`src/rtl/buzzer_pkg.sv`:
```
// Shared types and sizing helpers for the buzzer pattern player.
package buzzer_pkg;

  // Player phases: waiting, sounding a symbol, silence after it, completion pulse.
  typedef enum logic [1:0] {
    IDLE = 2'd0,
    TONE = 2'd1,
    GAP  = 2'd2,
    DONE = 2'd3
  } state_t;

  // Symbol encoding inside Pattern.
  localparam logic SYM_DOT  = 1'b0;
  localparam logic SYM_DASH = 1'b1;

  // Clocks per timing tick.
  function automatic int calc_cpt(input int clk_hz, input int tick_hz);
    return clk_hz / tick_hz;
  endfunction

  function automatic int max2(input int a, input int b);
    return (a > b) ? a : b;
  endfunction

  // Width shared by the prescaler, phase and tone-divider counters. Every
  // counter only ever reaches (its limit - 1), so $clog2 of the largest
  // limit is enough; never narrower than one bit.
  function automatic int cnt_width(input int cpt, input int dot, input int dash,
                                   input int gap, input int div);
    int m;
    int w;
    m = max2(max2(cpt, dot), max2(max2(dash, gap), div));
    w = $clog2(m);
    return (w < 1) ? 1 : w;
  endfunction

endpackage

```
`src/rtl/buzzer_tick_gen.sv`:
```
// Prescaler: one-clock tick every CPT clocks, restartable with a sync clear.
module buzzer_tick_gen #(
  parameter int CPT   = 10,
  parameter int CNT_W = 4
) (
  input  logic clk,
  input  logic rstn,
  input  logic clear,
  output logic tick
);

  localparam logic [CNT_W-1:0] CNT_LAST = CNT_W'(CPT - 1);

  logic [CNT_W-1:0] cnt_q;

  // Count 0..CPT-1; a clear restarts at 0 so the next tick is a full period away.
  always_ff @(posedge clk) begin
    if (!rstn) begin
      cnt_q <= '0;
    end else if (clear) begin
      cnt_q <= '0;
    end else if (cnt_q == CNT_LAST) begin
      cnt_q <= '0;
    end else begin
      cnt_q <= cnt_q + CNT_W'(1);
    end
  end

  // Tick depends on the register only, so clear never loops back into it.
  assign tick = (cnt_q == CNT_LAST);

endmodule

```
`src/rtl/buzzer_pattern_player.sv`:
```
// Plays a dot/dash pattern of up to MAX_SYM symbols on a single buzzer pin.
//
// Handshake: Start_Sig is a request sampled only while IDLE (and only when
// Abort is low); the player then holds Busy high until the one-cycle
// Done_Sig pulse, which is itself a Busy cycle. Requests while Busy are dropped.
module buzzer_pattern_player
  import buzzer_pkg::*;
#(
  parameter int CLK_HZ     = 50_000_000,
  parameter int TICK_HZ    = 1000,
  parameter int MAX_SYM    = 8,
  parameter int DOT_MS     = 100,
  parameter int DASH_MS    = 400,
  parameter int GAP_MS     = 50,
  parameter int TONE_DIV   = 0,
  parameter int ACTIVE_LOW = 1
) (
  input  logic                         CLK,
  input  logic                         RSTn,
  input  logic                         Start_Sig,
  input  logic [MAX_SYM-1:0]           Pattern,
  input  logic [$clog2(MAX_SYM+1)-1:0] Length,
  input  logic                         Abort,
  output logic                         Busy,
  output logic                         Done_Sig,
  output logic                         Pin_Out,
  output state_t                       dbg_state
);

  localparam int CPT   = calc_cpt(CLK_HZ, TICK_HZ);
  localparam int CNT_W = cnt_width(CPT, DOT_MS, DASH_MS, GAP_MS, TONE_DIV);
  localparam int LEN_W = $clog2(MAX_SYM + 1);
  localparam int IDX_W = (MAX_SYM > 1) ? $clog2(MAX_SYM) : 1;

  localparam logic [CNT_W-1:0] DOT_LAST  = CNT_W'(DOT_MS - 1);
  localparam logic [CNT_W-1:0] DASH_LAST = CNT_W'(DASH_MS - 1);
  localparam logic [CNT_W-1:0] GAP_LAST  = CNT_W'(GAP_MS - 1);
  localparam logic [CNT_W-1:0] DIV_LAST  = CNT_W'((TONE_DIV > 0) ? TONE_DIV - 1 : 0);
  localparam logic [LEN_W-1:0] MAX_LEN   = LEN_W'(MAX_SYM);

  state_t             state_q;
  state_t             state_d;
  logic [MAX_SYM-1:0] pattern_q;
  logic [LEN_W-1:0]   len_q;
  logic [IDX_W-1:0]   idx_q;
  logic [CNT_W-1:0]   phase_q;
  logic [CNT_W-1:0]   div_q;
  logic               tone_on_q;

  logic               tick;
  logic               phase_clear;
  logic               phase_end;
  logic               last_sym;
  logic [LEN_W-1:0]   len_clamped;
  logic [CNT_W-1:0]   phase_last;
  logic               sounding;

  // Every state entry restarts the prescaler so each phase gets whole ticks.
  buzzer_tick_gen #(
    .CPT   (CPT),
    .CNT_W (CNT_W)
  ) u_tick_gen (
    .clk   (CLK),
    .rstn  (RSTn),
    .clear (phase_clear),
    .tick  (tick)
  );

  // Phase-length selection and end-of-phase / end-of-pattern detection.
  always_comb begin
    len_clamped = (Length > MAX_LEN) ? MAX_LEN : Length;
    phase_last  = GAP_LAST;
    if (state_q == TONE) begin
      phase_last = (pattern_q[idx_q] == SYM_DASH) ? DASH_LAST : DOT_LAST;
    end
    phase_end = tick && (phase_q == phase_last);
    last_sym  = (LEN_W'(idx_q) == (len_q - LEN_W'(1)));
  end

  // Next-state logic; Abort overrides everything outside IDLE.
  always_comb begin
    state_d = state_q;
    if ((state_q != IDLE) && Abort) begin
      state_d = IDLE;
    end else begin
      case (state_q)
        IDLE: begin
          if (Start_Sig && !Abort) begin
            state_d = (len_clamped != '0) ? TONE : DONE;
          end
        end
        TONE: begin
          if (phase_end) state_d = GAP;
        end
        GAP: begin
          if (phase_end) state_d = last_sym ? DONE : TONE;
        end
        DONE: begin
          state_d = IDLE;
        end
        default: begin
          state_d = IDLE;
        end
      endcase
    end
    phase_clear = (state_d != state_q) || (state_q == IDLE);
  end

  // State register.
  always_ff @(posedge CLK) begin
    if (!RSTn) begin
      state_q <= IDLE;
    end else begin
      state_q <= state_d;
    end
  end

  // Pattern capture, symbol index and phase tick counter.
  always_ff @(posedge CLK) begin
    if (!RSTn) begin
      pattern_q <= '0;
      len_q     <= '0;
      idx_q     <= '0;
      phase_q   <= '0;
    end else begin
      if ((state_q == IDLE) && (state_d != IDLE)) begin
        pattern_q <= Pattern;
        len_q     <= len_clamped;
        idx_q     <= '0;
      end else if ((state_q == GAP) && (state_d == TONE)) begin
        idx_q <= idx_q + IDX_W'(1);
      end
      if (phase_clear) begin
        phase_q <= '0;
      end else if (tick) begin
        phase_q <= phase_q + CNT_W'(1);
      end
    end
  end

  // Tone shaping: starts sounding on TONE entry, optionally toggles every TONE_DIV clocks.
  always_ff @(posedge CLK) begin
    if (!RSTn) begin
      div_q     <= '0;
      tone_on_q <= 1'b0;
    end else if ((state_d == TONE) && (state_q != TONE)) begin
      div_q     <= '0;
      tone_on_q <= 1'b1;
    end else if ((state_q == TONE) && (TONE_DIV > 0)) begin
      if (div_q == DIV_LAST) begin
        div_q     <= '0;
        tone_on_q <= ~tone_on_q;
      end else begin
        div_q <= div_q + CNT_W'(1);
      end
    end
  end

  assign sounding  = (state_q == TONE) && tone_on_q;
  assign Pin_Out   = (ACTIVE_LOW != 0) ? ~sounding : sounding;
  assign Busy      = (state_q != IDLE);
  assign Done_Sig  = (state_q == DONE);
  assign dbg_state = state_q;

endmodule

```
`config.mk`:
```
export PLATFORM = sky130hd
export DESIGN_NAME = buzzer_pattern_player
export DESIGN_NICKNAME = d
export VERILOG_FILES = /design/src/rtl/buzzer_pkg.sv /design/src/rtl/buzzer_tick_gen.sv /design/src/rtl/buzzer_pattern_player.sv
export SDC_FILE = /design/constraint.sdc
export NUM_CORES = 1
export LEC_CHECK = 0
export BUFFER_PORTS_ARGS = -buffer_cell sky130_fd_sc_hd__clkbuf_2
export CORE_AREA = 2 2 107 109
export CTS_BUF_LIST = sky130_fd_sc_hd__clkbuf_8 sky130_fd_sc_hd__clkbuf_16
export CTS_CLUSTER_SIZE = 20
export DETAILED_ROUTE_END_ITERATION = 12
export DIE_AREA = 0 0 109 111
export GPL_TIMING_DRIVEN = 0
export HOLD_SLACK_MARGIN = 0.02
export REMOVE_ABC_BUFFERS = 1
export SLEW_MARGIN = 20
export SYNTH_ARGS = -nofsm -noshare
export SYNTH_HDL_FRONTEND = slang
export SYNTH_SLANG_ARGS = --single-unit
```
`constraint.sdc`:
```
create_clock -name CLK -period 2.15 [get_ports CLK]
set_input_delay 0.3225 -clock CLK [delete_from_list [all_inputs] [get_ports CLK]]
set_output_delay 0.3225 -clock CLK [all_outputs]
set_load 0.01 [all_outputs]
```
==> impl_metrics.env <==
export IMPL_dp_cells=458
export IMPL_status="finished, final reports clean"
export IMPL_ys_ff_latch=50
export IMPL_hp_class="primary input to flop"
export IMPL_grt_pass1_vias=2035
export IMPL_hold_worst_slack_ns=0.266
export IMPL_hold_viol=0
export IMPL_fmax_mhz=497
export IMPL_path_class="flop to flop"
export IMPL_crit_required_ns=2.32
export IMPL_cp_max_fo=4
export IMPL_cts_buffer_depth=2
export IMPL_area_growth_pct=17.1
export IMPL_critPathArrivalTime_ns=2.18
export IMPL_routed_via_density=4.60
export IMPL_netlist_top_cells_count="dfxtp_1 (50), nand2_1 (39), nor2_1 (27), nor3_1 (18), xor2_1 (17)"
export IMPL_slew_viol_final=0
export IMPL_cpPeakStageDelay_ns=0.40
export IMPL_worstMarginPinSlew_ns=0.719
export IMPL_ys_types=58
export IMPL_register_area_sq_um=1010
export IMPL_reg2regPathDepth=8
export IMPL_n_fill_cell=1192
export IMPL_fin_ws_ns=0.139
export IMPL_fin_area_sq_um=3120
export IMPL_r2r_slack_ns=0.14
export IMPL_synth_area_leaders="dfxtp_1 (38%), xor2_1 (5.6%), nand2_1 (5.5%), xnor2_1 (5.3%), nor2_1 (3.8%)"
export IMPL_synth_cell_area_sq_um=2670
export IMPL_finalCriticalPeriod_ns=2.01
export IMPL_io_pins=21
export IMPL_grtUsageTotal_pct=9.15
export IMPL_cp_cell_sequence="inv_1 -> ha_1 -> xnor2_1 -> nor2_1 -> and4_1 -> or3_4 -> o41ai_2 -> a21oi_1"
export IMPL_rr_endpoint="idx_q[0]$_SDFFE_PP0P_"
export IMPL_clkTransAtPathRegs_ns=0.06
export IMPL_die_w_um=109
export IMPL_power_total_mw=1.83
export IMPL_num_vias=2163
export IMPL_fin_tns_setup_ns=0
export IMPL_crit_buf_inv=1
export IMPL_antenna_found_initial=0
export IMPL_dieArea_sq_um=12100
export IMPL_grt_pass1_wl_mm=9.18
export IMPL_slew_headroom_pct=51.9
export IMPL_dpl_hpwl_mm=3.73
export IMPL_seq_area_frac_synth_pct=37.5
export IMPL_synthFlopType="dfxtp_1"
export IMPL_multiInputGateArea_sq_um=1620
export IMPL_fin_cells=470
export IMPL_p_per_area_nw_per_um2=585
export IMPL_cts_max_level=2
export IMPL_post_route_util_pct=28.2
export IMPL_dp_slack_ns=-0.204
export IMPL_numCtsBuffers=5
export IMPL_place_area_sq_um=2890
export IMPL_p_leak_nw=1.01
export IMPL_final_antenna_net_count=0
export IMPL_synth_edf_count=0
export IMPL_cts_tree="built"
export IMPL_io_buffers=20
export IMPL_synthCells=307
export IMPL_final_setup_viol_count=0
export IMPL_ys_warn_count=0
export IMPL_ir_drop_mv=0.311
export IMPL_drive_above_1_share_pct=20.2
export IMPL_diodes=0
export IMPL_fin_skew_ns=0.00569
export IMPL_start_util_pct=24.1
export IMPL_cp_start_kind="flop"
export IMPL_async_flop_share_pct=0
export IMPL_synth_most_common_cell="dfxtp_1"
export IMPL_hold_depth=3
export IMPL_core_area_sq_um=11100
export IMPL_wl_per_cell_um=11.0
export IMPL_critPathTopFamily="simple AND/OR/NAND/NOR gates"
export IMPL_die_h_um=111
export IMPL_wirelength_mm=5.18
export IMPL_routabilityCongestion=0.783
export IMPL_gr_total_overflow=0
export IMPL_hold_path_endpoint="pattern_q[2]$_SDFFE_PN0P_"
export IMPL_rows=39
export IMPL_route_detailed_drc=0
export IMPL_crit_cells=8
export IMPL_rsz0062_at_grt="true"
export IMPL_clk_latency_ns=0.29
export IMPL_layout_nets=346
export IMPL_root_buffer="clkbuf_16"
export IMPL_drv_cap=0
export IMPL_first_pass_iters=4
export IMPL_end_kind="flop"
export IMPL_avgSynthCellArea_sq_um=8.69
export IMPL_hp_start="Pattern[2]"
export IMPL_yosys_area_top_type="dfxtp_1"
export IMPL_r2r_start="len_q[0]$_SDFFE_PN0P_"
export IMPL_cts_num_sinks=50
export IMPL_worst_path_max_delay_cell="or3_4"
export IMPL_min_period_over_period_pct=93.5
export IMPL_synth_top_area_share_pct=37.5
export IMPL_drtIter0Drc=88
export IMPL_grt_max_degree=19
[routing by layer]
metal  vias up  part of all wire (%)  GRT usage, %
li1       1110                     -             -
met1      1020                    48          11.9
met2        26                    48          15.3
met3         7                   2.8          1.76
met4         0                  0.93          2.31
met5         -                     0             0
[final cells by class]
type                    count  area share (%)
repair buffers             24            4.17
multi-input cells         237            52.0
clock buffers               6            4.45
flip-flops and latches     50            32.3
well taps                 143            5.73
clock inverters             2           0.401
inverters                   8           0.962
[state kept, by name (all words and copies together) (netlist names)]
signal            cells
pattern_q             8
tone_on_q             1
dbg_state             2
phase_q              16
idx_q                 3
len_q                 4
u_tick_gen.cnt_q     16
[worst register-to-register path: stages, from the launching register on]
cell	delay (ns)
dfxtp_2	0.35
inv_1	0.05
ha_1	0.30
xnor2_1	0.13
nor2_1	0.05
and4_1	0.22
or3_4	0.40
o41ai_2	0.29
a21oi_1	0.10
[cells in the final DEF (no fill, tap or decap), types with 5 or more instances in the layout]
master	instances
dfxtp_1	46
nand2_1	39
nor2_1	27
clkbuf_2	20
nor3_1	17
xor2_1	17
xnor2_1	16
a21boi_0	12
nand4_1	10
nand3_1	10
inv_1	8
and3_1	7
mux2i_1	6
a21oi_1	5
nor3_2	5
clkbuf_16	5
[repair_timing]
action                     CTS  global route
gates resized for setup      3            12
setup endpoints to repair   37            36
buffers inserted             1             3
pin swaps                    1             3
hold buffers                 0             0
[logic make-up (layout without fill, tap and decap cells)]
logic type / count (synthesis) / after routing / synth area share (%)
adders and majority gates: 4 / 4 / 1.88
AOI/OAI and AO/OA: 32 / 32 / 8.59
and+or+nand+nor: 162 / 162 / 35.4
DFF: 50 / 50 / 37.5
buffers and inverters: 20 / 40 / 3.47
muxes: 6 / 6 / 2.25
xor gates and xnor gates: 33 / 33 / 10.8
[worst max path at each step]
stage | from | endpoint | slack [ns]
after global placement | dbg_state[0]$_SDFF_PN0_ | u_tick_gen.cnt_q[13]$_SDFF_PP0_ | -0.55
after global routing | len_q[1]$_SDFFE_PN0P_ | idx_q[0]$_SDFFE_PP0P_ | -0.01
after CTS | len_q[0]$_SDFFE_PN0P_ | idx_q[2]$_SDFFE_PP0P_ | 0.04
after detailed placement | dbg_state[0]$_SDFF_PN0_ | idx_q[2]$_SDFFE_PP0P_ | -0.20
after floorplan | dbg_state[0]$_SDFF_PN0_ | u_tick_gen.cnt_q[10]$_SDFF_PP0_ | 0.06
final | len_q[0]$_SDFFE_PN0P_ | idx_q[0]$_SDFFE_PP0P_ | 0.14
[power by group]
group / switching (mW) / leakage [nW] / internal (mW)
Combinational: 0.0483 / 0.532 / 0.0429
Clock: 0.331 / 0.0729 / 0.461
Sequential: 0.00730 / 0.406 / 0.938
Note: power is estimated with default switching activity, not from simulation.
